===== config.mk =====
export PLATFORM = sky130hd
export DESIGN_NAME = lc3_mem_arbiter
export DESIGN_NICKNAME = d
export VERILOG_FILES = /design/src/rtl/lc3_mem_arbiter.sv
export SDC_FILE = /design/constraint.sdc
export NUM_CORES = 1
export LEC_CHECK = 0
export ABC_AREA = 1
export ABC_CLOCK_PERIOD_IN_PS = 4150
export CORE_ASPECT_RATIO = 0.5
export CORE_UTILIZATION = 38
export DETAILED_ROUTE_END_ITERATION = 8
export PLACE_DENSITY = 0.85
export RECOVER_POWER = 100
export SYNTH_ARGS = -nofsm -noshare
export SYNTH_HDL_FRONTEND = slang
export SYNTH_SLANG_ARGS = --single-unit

===== constraint.sdc =====
create_clock -name clk -period 4.15 [get_ports clk]
set_input_delay 0.415 -clock clk [delete_from_list [all_inputs] [get_ports clk]]
set_output_delay 0.415 -clock clk [all_outputs]
set_load 0.02 [all_outputs]

===== src/rtl/lc3_mem_arbiter.sv =====
// LC-3 memory arbiter: CPU controller and DMA/IO share one memory port, CPU favoured with DMA anti-starvation.
// Optional access timeout with sticky err flag is built when LC3_ARB_TIMEOUT_EN is defined.
module lc3_mem_arbiter #(
    parameter int ADDR_W       = 16,
    parameter int DATA_W       = 16,
    parameter int STARVE_LIMIT = 8,
    parameter int TIMEOUT      = 16
) (
    input  logic              clk,
    input  logic              rst,
    input  logic              cpu_req,
    input  logic              cpu_we,
    input  logic [ADDR_W-1:0] cpu_addr,
    input  logic [DATA_W-1:0] cpu_wdata,
    output logic [DATA_W-1:0] cpu_rdata,
    output logic              cpu_done,
    input  logic              dma_req,
    input  logic              dma_we,
    input  logic [ADDR_W-1:0] dma_addr,
    input  logic [DATA_W-1:0] dma_wdata,
    output logic [DATA_W-1:0] dma_rdata,
    output logic              dma_done,
    output logic              mem_en,
    output logic              mem_we,
    output logic [ADDR_W-1:0] mem_addr,
    output logic [DATA_W-1:0] mem_wdata,
    input  logic [DATA_W-1:0] mem_rdata,
    input  logic              mem_rdy,
    output logic              err
);

    typedef enum logic [1:0] {IDLE, CPU_ACC, DMA_ACC, COMPLETE} state_t;

    localparam int SW = $clog2(STARVE_LIMIT + 1);
    localparam logic [SW-1:0] STARVE_MAX = SW'(STARVE_LIMIT);

    state_t          state, state_nx;
    logic            owner_dma;
    logic [SW-1:0]   starve_cnt;
    logic            acc;
    logic            arb;
    logic            grant_dma;
    logic            timeout_hit;

    assign acc       = (state == CPU_ACC) || (state == DMA_ACC);
    assign arb       = (state == IDLE) && (cpu_req || dma_req);
    assign grant_dma = dma_req && (!cpu_req || (starve_cnt == STARVE_MAX));

`ifdef LC3_ARB_TIMEOUT_EN
    localparam int TW = $clog2(TIMEOUT + 1);
    localparam logic [TW-1:0] TO_LAST = TW'(TIMEOUT - 1);

    logic [TW-1:0] to_cnt;
    logic          err_q;

    always_ff @(posedge clk or posedge rst) begin
        if (rst) begin
            to_cnt <= '0;
            err_q  <= 1'b0;
        end else begin
            if (!acc || mem_rdy) to_cnt <= '0;
            else                 to_cnt <= to_cnt + 1'b1;
            if (timeout_hit)     err_q  <= 1'b1;
        end
    end

    // Fires on the TIMEOUT-th access cycle that still has no mem_rdy.
    assign timeout_hit = acc && !mem_rdy && (to_cnt == TO_LAST);
    assign err         = err_q;
`else
    assign timeout_hit = 1'b0;
    // err stays 0; TIMEOUT is referenced so both builds share one parameter list.
    assign err         = 1'b0 && (TIMEOUT != 0);
`endif

    always_ff @(posedge clk or posedge rst) begin
        if (rst) state <= IDLE;
        else     state <= state_nx;
    end

    always_comb begin
        state_nx = state;
        unique case (state)
            IDLE:             if (cpu_req || dma_req) state_nx = grant_dma ? DMA_ACC : CPU_ACC;
            CPU_ACC, DMA_ACC: if (mem_rdy || timeout_hit) state_nx = COMPLETE;
            COMPLETE:         state_nx = IDLE;
            default:          state_nx = IDLE;
        endcase
    end

    always_comb begin
        mem_en   = 1'b0;
        cpu_done = 1'b0;
        dma_done = 1'b0;
        if (acc) mem_en = 1'b1;
        if (state == COMPLETE) begin
            cpu_done = !owner_dma;
            dma_done = owner_dma;
        end
    end

    always_ff @(posedge clk or posedge rst) begin
        if (rst) begin
            owner_dma  <= 1'b0;
            starve_cnt <= '0;
            mem_we     <= 1'b0;
            mem_addr   <= '0;
            mem_wdata  <= '0;
            cpu_rdata  <= '0;
            dma_rdata  <= '0;
        end else begin
            // Winner's command is frozen here; requester inputs are not looked at again until COMPLETE.
            if (arb) begin
                owner_dma <= grant_dma;
                mem_we    <= grant_dma ? dma_we    : cpu_we;
                mem_addr  <= grant_dma ? dma_addr  : cpu_addr;
                mem_wdata <= grant_dma ? dma_wdata : cpu_wdata;
                if (grant_dma)
                    starve_cnt <= '0;
                else if (dma_req && (starve_cnt != STARVE_MAX))
                    starve_cnt <= starve_cnt + 1'b1;
            end
            if (acc && mem_rdy && !mem_we) begin
                if (owner_dma) dma_rdata <= mem_rdata;
                else           cpu_rdata <= mem_rdata;
            end
        end
    end

endmodule


[After elaboration in Yosys (flattened, before gate mapping)]
Cells that the tools add are included.
Word-level totals
  logic and storage cells: 47
  input bits: 87
  flip-flop bits (word level): 72
Cells by class
  reduce and logical (&&, ||, !) cells: 18
  mux-type cells: 12
  $add $sub $neg: 1
  equal/unequal tests: 7
  bitwise operators: 1
Operators with widths (count)
  two-way mux 16 bit: 2
  two-way mux 4 bit: 2
  AND reduction 2 bit: 4
  two-way mux 2 bit: 3
  case mux 2 bit (3 select lines): 1
  logical AND 1 bit: 5
  adder 4 x 1 -> 4 bit (second input constant): 1
  equality test 2 bit (second input constant): 2
  equality test 4 bit (second input constant): 1
  two-way mux 1 bit: 4
  inequality test 4 bit (second input constant): 1
  logical NOT 1 bit: 3
  logical OR 1 bit: 3
  equality test 2 x 1 -> 1 bit (second input constant): 1
  logical NOT 2 bit: 1
  inequality test 2 x 1 -> 1 bit (second input constant): 1
  inequality test 2 bit (second input constant): 1
  nonzero test 2 bit: 1
  OR reduction 2 bit: 1
  NOT 1 bit: 1

[Logic depth before layout (Yosys ltp)]
  depth after elaboration: 6
  mapped depth: 9
  depth with buffers taken out: 8

[Worst setup path after synthesis]
Ideal clock, no wire load.
  path kind: reg-to-reg
  from: register state[0]
  to: register cpu_rdata[12]
  path buffers: 1
  clock period less this slack: 1.568 ns
  path slack: 2.582 ns
  data arrival time: 1.437 ns
  cell stages (with the launch flop): 9
  cell sequence: dfrtp_1 inv_1 ha_1 nand2_1 nor2_1 nand2_1 clkbuf_1 nand2_1 o21ai_0
Between the ends
  cells in the longest elaborated chain, start to end: 5
  elaborated cells on any way between the ends: 6
Ends and longest elaborated chain
  start: declaration: line 37  | state_t state, state_nx;
  start signal: assignment: line 78  | else state <= state_nx;
  equality test 2 x 1 -> 1 bit or equality test 2 bit (tied branches): line 45  | assign acc = (state == CPU_ACC) || (state == DMA_ACC);
  logical OR 1 bit *: line 45
  logical AND 1 bit * (2 in series): line 123  | if (acc && mem_rdy && !mem_we) begin
  AND reduction 2 bit (no source line) *
  end signal: assignment: line 125  | else cpu_rdata <= mem_rdata;
  end: declaration: line 15  | output logic [DATA_W-1:0] cpu_rdata,
Every way passes the cells marked *; elsewhere a longest branch is shown, timed or not.
A chain may end at the register's enable or synchronous reset.

[Worst setup path in the final report]
  from: input dma_req
  to: register owner_dma
Between the ends
  cells in the longest elaborated chain, start to end: 2
  elaborated cells on any way between the ends: 3
Ends and longest elaborated chain
  start: declaration: line 17  | input logic dma_req,
  logical OR 1 bit: line 46  | assign arb = (state == IDLE) && (cpu_req || dma_req);
  logical AND 1 bit: line 46
  end signal: assignment: line 114  | owner_dma <= grant_dma;
  end: declaration: line 38  | logic owner_dma;
Several ways; a longest one is shown, not always the timed one.

==> qor.tcl <==
set qor(start_util_pct) 40.11
set qor(worst-r2r-setup-slack_ns) 1.43
set qor(worst_pin_slew_ns) 1.501
set qor(timing.critical_path.cells) {clkdlybuf4s50_1 -> buf_4 -> o21ai_2 -> inv_2 -> nand2_1 -> o22ai_2}
set qor(cts_tree) {built}
set qor(finalSetupViolations) 0
set qor(multi_input_comb_area_sq_um) 1260
set qor(core_area_sq_um) 8919
set qor(yosys.cell_types.count) 23
set qor(final_layout_size_suffix_gt1_share_pct) 3.922
set qor(timing.critical_path.slowest_cell_delay_ns) 1.18
set qor(hold_viol) 0
set qor(post_synth_most_frequent_cells) {nand2_1, inv_1, dfrtp_1}
set qor(fin_crit_ns) 3.091
set qor(netlist_top_cells_area) {dfrtp_1, nand2_1, nand3_1}
set qor(cts_htree_levels) 3
set qor(initialDrtViolationCount) 271
set qor(cts_hold_buffers) 0
set qor(leakage_uw) 0.002896
set qor(register_area_sq_um) 1802
set qor(finalClockSkew_ns) 0.006517
set qor(synth_sequential_area_ratio_pct) 50.37
set qor(crit_slowest_cell) {o21ai_2}
set qor(nets) 700
set qor(violations) {DRC, capacitance limit, slew limit}
set qor(yosysMostFrequentCell) {nand2_1}
set qor(synth_largest_type_area_fraction_pct) 50.37
set qor(fmax_mhz) 323.5
set qor(drt_first_pass_iters) 7
set qor(finalInstanceArea_sq_um) 5408
set qor(syn-num-nets) 556
set qor(clock_sinks) 72
set qor(route.top_layer_used) {met4}
set qor(clk_latency_ns) 0.33
set qor(final.setup.tns_ns) 0
set qor(antenna-diode-count) 0
set qor(met2WireLength_um) 5306
set qor(crit_family) {buffers and inverters}
set qor(synthArstFlopShare_pct) 100.0
set qor(clk_root_buffer_cell) {clkbuf_16}
set qor(dieHeight_um) 70.61
set qor(post-place-ws_ns) 1.294
set qor(outcome) {finished with violations}
set qor(wirelength_met1_um) 4070
set qor(post_cts.repair.setup_buffers) 0
set qor(fp_rows) 24
set qor(syn_to_final_growth_pct) 51.17
set qor(dpl-instance-area_sq_um) 5136
set qor(timing.hold.worst.class) {flip-flop to flip-flop}
set qor(final_min_period_over_clock_period_pct) 74.48
set qor(dpl.hpwl_um) 7013
set qor(via_count_of_the_first_global_routing_pass) 3404
set qor(placement.io_buffers) 154
set qor(crit_path_end_kind) {flip-flop}
set qor(numCtsBuffers) 9
set qor(unrepaired_setup_endpoints_after_global_routing) {false}
set qor(final.hold.worst_slack_ns) 0.4765
set qor(setup_ws_ns) 1.059
set qor(critPathKind) {primary input to flip-flop}
set qor(syn_area_sq_um) 3577
set qor(synthDominantAreaCellType) {dfrtp_1}
set qor(worst_setup_path_start_kind) {primary input}
set qor(route.detailed.drc) 6
set qor(routed-via-count) 3469
set qor(critPathBufInv) 3
set qor(synth-seq-cells) 72
set qor(number_of_enable_type_register_cells_in_the_synthesized_netlist) 0
set qor(antenna_violations_before_repair) 0
set qor(maxCapViolations) 1
set qor(timing.max_slew.rel_slack_pct) -0.04382
set qor(p_per_area_nw_per_um2) 694.4
set qor(ys_warn_count) 0
set qor(cts.reportedPaths.clkPinSlew_ns) 0.05
set qor(synthesis.instances) 464
set qor(wl_per_cell_um) 13.68
set qor(overflow) 0
set qor(timing.critical_path.arrival_ns) 3.28
set qor(cts-root-to-sink-buffers) 2
set qor(synth_flop_cell) {dfrtp_1}
set qor(wirelength_um) 9973
set qor(vdd_drop_max_mv) 0.2582
set qor(worstPathRequired_ns) 4.34
set qor(design.die.area_sq_um) 9829
set qor(ctsResizeCount) 0
set qor(wl_met3_um) 383
set qor(grt_first_pass_wirelength_um) 16130
set qor(post_drt_via_cell_ratio) 4.759
set qor(postSynthAreaPerCell_sq_um) 7.709
set qor(num_io_pins) 156
set qor(global_placement_routability_congestion) 0.8030
set qor(drtAntennaViolNets) 0
set qor(die_width_um) 139.2
set qor(worstPathMaxFanout) 39
set qor(maxSlewViolCount) 36
set qor(pin_count_of_the_biggest_net_entering_global_routing) 48
set qor(globalRouteTotalUtil_pct) 20.97
set qor(layout.filler_cells) 744
per-stage QoR:
step | utilization [%] | power [uW] | cells
3_5_place_dp | 57.59 | 3140 | 714
2_1_floorplan | - | 2261 | 464
6_report | 60.63 | 3755 | 729
3_3_place_gp | 57.59 | 3075 | 714
4_1_cts | 60.83 | 3914 | 729
5_1_grt | 60.63 | 3990 | 729
cells in the final DEF (no fill, tap or decap), drive strengths merged, types with 2 or more instances in the layout:
master           n
clkbuf          13
clkdlybuf4s50   85
dfrtp           72
dlygate4sd3     69
ha               5
inv             95
nand2          149
nand3           71
nand4            2
nor2             6
o21ai           37
flip-flops by register name, indices dropped and copies added, names as in the netlist:
name        cells
cpu_rdata      16
dma_rdata      16
mem_addr       16
mem_wdata      16
starve_cnt      4
state           2
mem_we          1
owner_dma       1
worst min-delay path, cell delays in order (launching register included):
cell and delay, ns:
dfrtp_1 0.34, nand2_1 0.05, o21ai_0 0.06
path summary, 6_finish.rpt:
check | from | endpoint | cells past startpoint
worst max-delay path | dma_req | owner_dma | 6
worst min-delay path | cpu_rdata[9] | cpu_rdata[9] | 2
worst max register to register | starve_cnt[0] | mem_wdata[4] | 8
worst min register to register | cpu_rdata[9] | cpu_rdata[9] | 2
max in group asynchronous | rst | starve_cnt[1] | 3
min in group asynchronous | rst | dma_rdata[4] | 2
power breakdown:
part	leakage (uW)	switching [uW]	internal (uW)
Combinational	0.00186	1050	724
Sequential	0.000898	191	1040
Clock	0.000139	275	477
cell families after synthesis:
group / synth area share (%)
xor gates and xnor gates: 0.2449
adders and majority gates: 1.749
AOI/OAI and AO/OA: 6.156
other: 0.1048
and+or+nand+nor: 27.39
buffers and inverters: 13.99
DFF: 50.37
final cells by class:
type | count | share of cell area, %
Sequential cell | 72 | 33.32
Timing Repair Buffer | 156 | 28.74
Multi-Input combinational cell | 274 | 23.30
Inverter | 95 | 6.594
Clock buffer | 12 | 4.558
Tap cell | 117 | 2.707
Clock inverter | 3 | 0.7867
metal layers:
metal	GRT usage, %	vias to the layer above
met2	37.82	109
met4	8.148	0
li1	-	1685
met5	0	-
met1	24.74	1657
met3	4.807	18
Power figures use the tool's default switching activity.
